File: config.mk
export PLATFORM = sky130hd
export DESIGN_NAME = gpio_in_filter
export DESIGN_NICKNAME = d
export VERILOG_FILES = /design/src/rtl/gpio_in_filter_pkg.sv /design/src/rtl/gpio_in_filter_pin_filter.sv /design/src/rtl/gpio_in_filter.sv
export SDC_FILE = /design/constraint.sdc
export NUM_CORES = 1
export LEC_CHECK = 0
export BUFFER_PORTS_ARGS = -buffer_cell sky130_fd_sc_hd__buf_2
export CORE_ASPECT_RATIO = 1.25
export CORE_MARGIN = 2
export CORE_UTILIZATION = 44
export CTS_CLUSTER_SIZE = 28
export DETAILED_ROUTE_END_ITERATION = 16
export HOLD_SLACK_MARGIN = 0.05
export MAX_ROUTING_LAYER = met4
export PLACE_DENSITY = 0.72
export SLEW_MARGIN = 20
export SYNTH_ARGS = -nofsm -noshare
export SYNTH_HDL_FRONTEND = slang
export SYNTH_SLANG_ARGS = --single-unit
File: constraint.sdc
create_clock -name clock -period 1.42 [get_ports clock]
set_clock_uncertainty 0.05 [all_clocks]
set_input_delay 0.142 -clock clock [delete_from_list [all_inputs] [get_ports clock]]
set_output_delay 0.142 -clock clock [all_outputs]
set_load 0.01 [all_outputs]
File: src/rtl/gpio_in_filter_pkg.sv
// Shared constants and width helpers for the GPIO input conditioning stage.
// Used by gpio_in_filter (GPIO_IN_FILTER_EN selects the glitch filter) and pin_filter.
package gpio_in_pkg;

  // Pads idle high, so the synchroniser and pin_in start at 1.
  localparam logic INIT_IDLE_HIGH = 1'b1;

  function automatic int tick_w(input int tick_div);
    return (tick_div > 1) ? $clog2(tick_div) : 1;
  endfunction

  // The per-pin counter only has to hold 0..filter_len-1.
  function automatic int cnt_w(input int filter_len);
    return (filter_len > 1) ? $clog2(filter_len) : 1;
  endfunction

endpackage

File: src/rtl/gpio_in_filter_pin_filter.sv
// One pin's consecutive-agreement filter plus registered rise/fall strobes.
// With GPIO_IN_FILTER_EN undefined the pin simply follows the synchroniser output.
module pin_filter
  import gpio_in_pkg::*;
#(
  parameter int   FILTER_LEN = 3,
  parameter logic INIT_VAL   = INIT_IDLE_HIGH
) (
  input  logic clock,
  input  logic resn,
  input  logic s,
  input  logic tick,
  input  logic bypass,
  output logic pin,
  output logic rise,
  output logic fall
);

  logic pin_q;
  logic pin_nxt;
  logic rise_q;
  logic fall_q;

`ifdef GPIO_IN_FILTER_EN
  localparam int CW = cnt_w(FILTER_LEN);
  localparam logic [CW-1:0] CNT_LAST = CW'(FILTER_LEN - 1);

  logic [CW-1:0] cnt;
  logic [CW-1:0] cnt_nxt;

  // Any sample that agrees with the held level restarts the count.
  always_comb begin
    pin_nxt = pin_q;
    cnt_nxt = cnt;
    if (bypass) begin
      pin_nxt = s;
      cnt_nxt = '0;
    end else if (tick) begin
      if (s == pin_q) begin
        cnt_nxt = '0;
      end else if (cnt == CNT_LAST) begin
        pin_nxt = s;
        cnt_nxt = '0;
      end else begin
        cnt_nxt = cnt + 1'b1;
      end
    end
  end

  always_ff @(posedge clock or negedge resn) begin
    if (!resn) begin
      cnt <= '0;
    end else begin
      cnt <= cnt_nxt;
    end
  end
`else
  localparam int unused_len = FILTER_LEN;
  logic unused_ctrl;
  assign unused_ctrl = tick ^ bypass;

  always_comb begin
    pin_nxt = s;
  end
`endif

  // Strobes are registered with pin_q so they line up with the level change.
  always_ff @(posedge clock or negedge resn) begin
    if (!resn) begin
      pin_q  <= INIT_VAL;
      rise_q <= 1'b0;
      fall_q <= 1'b0;
    end else begin
      pin_q  <= pin_nxt;
      rise_q <= pin_nxt & ~pin_q;
      fall_q <= ~pin_nxt & pin_q;
    end
  end

  assign pin  = pin_q;
  assign rise = rise_q;
  assign fall = fall_q;

endmodule

File: src/rtl/gpio_in_filter.sv
// GPIO input conditioning: per-pin synchroniser, shared sample tick, per-pin filter and edge strobes.
// Define GPIO_IN_FILTER_EN to build the tick counter, glitch filter and bypass control.
module gpio_in_filter
  import gpio_in_pkg::*;
#(
  parameter int               NPINS       = 32,
  parameter int               SYNC_STAGES = 2,
  parameter int               TICK_DIV    = 16,
  parameter int               FILTER_LEN  = 3,
  parameter logic [NPINS-1:0] INIT        = {NPINS{INIT_IDLE_HIGH}}
) (
  input  logic             clock,
  input  logic             resn,
  input  logic [NPINS-1:0] pin_raw,
  input  logic             bypass,
  output logic [NPINS-1:0] pin_in,
  output logic [NPINS-1:0] pin_rise,
  output logic [NPINS-1:0] pin_fall,
  output logic             tick
);

  logic [NPINS-1:0] sync_q [SYNC_STAGES];
  logic [NPINS-1:0] s;

  always_ff @(posedge clock or negedge resn) begin
    if (!resn) begin
      for (int i = 0; i < SYNC_STAGES; i++) begin
        sync_q[i] <= INIT;
      end
    end else begin
      sync_q[0] <= pin_raw;
      for (int i = 1; i < SYNC_STAGES; i++) begin
        sync_q[i] <= sync_q[i-1];
      end
    end
  end

  assign s = sync_q[SYNC_STAGES-1];

`ifdef GPIO_IN_FILTER_EN
  localparam int TW = tick_w(TICK_DIV);
  localparam logic [TW-1:0] TICK_LAST = TW'(TICK_DIV - 1);

  logic [TW-1:0] tick_cnt;
  logic [TW-1:0] tick_cnt_nxt;
  logic          tick_q;

  always_comb begin
    tick_cnt_nxt = (tick_cnt == TICK_LAST) ? '0 : tick_cnt + 1'b1;
  end

  // tick_q is high exactly while tick_cnt == TICK_LAST, but stays low in reset even for TICK_DIV=1.
  always_ff @(posedge clock or negedge resn) begin
    if (!resn) begin
      tick_cnt <= '0;
      tick_q   <= 1'b0;
    end else begin
      tick_cnt <= tick_cnt_nxt;
      tick_q   <= (tick_cnt_nxt == TICK_LAST);
    end
  end

  assign tick = tick_q;
`else
  localparam int unused_div = TICK_DIV;
  assign tick = 1'b0;
`endif

  for (genvar g = 0; g < NPINS; g++) begin : g_pin
    pin_filter #(
      .FILTER_LEN (FILTER_LEN),
      .INIT_VAL   (INIT[g])
    ) u_pin_filter (
      .clock  (clock),
      .resn   (resn),
      .s      (s[g]),
      .tick   (tick),
      .bypass (bypass),
      .pin    (pin_in[g]),
      .rise   (pin_rise[g]),
      .fall   (pin_fall[g])
    );
  end

endmodule

==> results by group <==
Run status
  – Status: finished, final reports clean

Timing
  – Setup TNS: 0 ns
  – Setup repair after global routing missed its margin: false
  – Minimum clock period: 1.28 ns
  – Final Setup Violations: 0
  – FMAX: 0.783 GHz
  – Final Hold Viols: 0
  – Post-route clock period utilization: 89.9%
  – Max-slew violation count: 0

Layout
  – Ant diodes: 0
  – Area growth, synth to finish: 20.5%
  – Fill count: 978
  – Final design utilization: 53.9%
  – Share of cells above drive strength 1: 75.5%
  – Layout Nets: 446
  – Leading cell type in the layout, fill and taps excluded: buf_2
  – Fin area: 0.00653 mm²
  – Commonest cells after routing, fill and taps aside: buf_2 (128), dfstp_2 (96), and2b_2 (64), dfrtp_1 (64), dlygate4sd3_1 (33)

Placement
  – HPWL after DPL: 4870 µm
  – RD Place Congestion: 0.659
  – Number of port buffers: 129
  – Post-placement cell area: 0.00562 mm²

CTS
  – CTS tree: yes
  – Postcts setup bufs: 0
  – Root Driver: clkbuf_16
  – CTS Sinks: 160
  – Resized cells post-CTS: 0
  – CTS Hold Bufs: 33
  – Clock latency on the worst-skew pair: 0.40 ns
  – Max H-tree Level: 4
  – Inserted Clock Buffers: 17
  – Reg clk slew, reported paths: 0.06 ns
  – Clock Path Buffers: 2

Worst setup path
  – Crit end category: primary output
  – Buf+Inv Stages, Crit Path: 1
  – Slowest cell on the critical path: dfstp_2
  – Crit Path Category: flop to primary output
  – Cell Chain, Critical Path: buf_2
  – CP startpoint kind: flop
  – Arrival time worst endpoint: 1.08 ns
  – Worst path max stage delay: 0.54 ns
  – CP Max Fanout: 3
  – Worst path required time: 1.23 ns
  – Top delay family on crit path: flip-flops

Global route
  – Initial antenna violation count: 0
  – Gr ovfl total: 0
  – Largest net degree at the start of global routing: 42
  – Number of global-route vias before repair: 2559
  – First-pass GRT wire length: 12100 µm
  – GRT Total Usage: 12.7%

Logic synthesis
  – Ys Warns: 0
  – Netlist cell types: 5
  – Post-synthesis cell count: 322
  – Flops & latches, synth: 160
  – Net count after synthesis: 357
  – Post-synthesis sequential area ratio: 76.1%
  – Syn_area_per_cell: 16.8 µm²
  – Cell Area, Synth: 0.00542 mm²

Routing
  – Via count: 2289
  – Drt wl/cell: 12.6 µm
  – 1st-iter DRT viols: 23
  – Drt pass-1 iters: 2
  – Via density: 3.89
  – Final wirelength: 7400 µm
  – DRC viols: 0
  – Final ANT Viol Nets: 0

Floorplanning
  – Die extent in x: 103 µm
  – Starting Density: 44.7%
  – Rows: 45
  – Die Ht: 128 µm
  – Full die area: 0.0132 mm²
  – Placeable core area: 0.0121 mm²
  – # IOs: 132

Power
  – Cell Pwr Density: 1510 mW/mm²
  – LEAKAGE: 0.00317 µW
  – Worst vdd ir: 0.000725 V

Run
  – Max Cap Viol: 0

Worst hold path
  – Worst min path class: input pin to async pin
==> per-layer routing <==
metal | GRT usage [%] | share of wire [%] | routed length, µm
met3 | 4.63 | 6.3 | 470
met1 | 14.4 | 40 | 2940
met5 | - | 0 | 0
met4 | 5.50 | 1.7 | 126
met2 | 20.0 | 52 | 3870
==> logic make-up (layout without fill, tap and decap cells) <==
kind of cell,after synthesis,in the layout,synth area share [%]
flops,160,160,76.1
other cells,1,1,0.0692
simple gates,64,64,10.3
buf+inv,97,199,13.4
==> power by group <==
group / internal (µW) / total [µW] / switching (µW)
Combinational: 286 / 545 / 259
Sequential: 4900 / 5000 / 97.7
Clock: 2730 / 4340 / 1610
Total: 7920 / 9880 / 1960
==> cells in the mapped netlist, drive strengths merged <==
cell,instances,area (µm²)
buf,97,728
dfstp,96,2520
dfrtp,64,1600
and2b,64,561
conb,1,3.75
==> flip-flops by register name, summed over array words and instances, names as in the netlist <==
name and flops:
g_pin.u_pin_filter.pin 32, sync_q 32, g_pin.u_pin_filter.rise 32, s 32, g_pin.u_pin_filter.fall 32
==> per-stage QoR <==
stage | hold slack, ns | std cells | setup WS (ns) | total power, µW
2_1_floorplan | -0.204 | 322 | 0.548 | 5420
3_3_place_gp | 0.0371 | 523 | 0.529 | 5530
3_5_place_dp | 0.0407 | 523 | 0.510 | 5570
4_1_cts | 0.176 | 588 | 0.117 | 10100
5_1_grt | 0.194 | 588 | 0.0951 | 10400
6_report | 0.184 | 588 | 0.143 | 9880
==> area by class of cell <==
cell class	count	area [µm²]	share of cell area, %
well taps	164	205	3.14
clock inverters	6	86.3	1.32
repair buffers	167	1060	16.2
multi-input cells	65	564	8.65
flip-flops and latches	160	4120	63.2
clock buffers	26	489	7.50
==> worst paths after layout <==
check	startpoint	end	slack (ns)	depth (start not counted)
setup / recovery	g_pin[2].u_pin_filter.pin	pin_in[2]	0.14	1
max in group asynchronous	resn	sync_q[58]	0.53	3
hold / removal	resn	g_pin[30].u_pin_filter.fall	0.18	2
hold reg to reg	sync_q[34]	s[2]	0.29	0
setup reg to reg	g_pin[2].u_pin_filter.pin	g_pin[2].u_pin_filter.rise	0.50	1
min in group clock	sync_q[34]	s[2]	0.29	0
No activity file was read; power rests on OpenSTA's default activity.
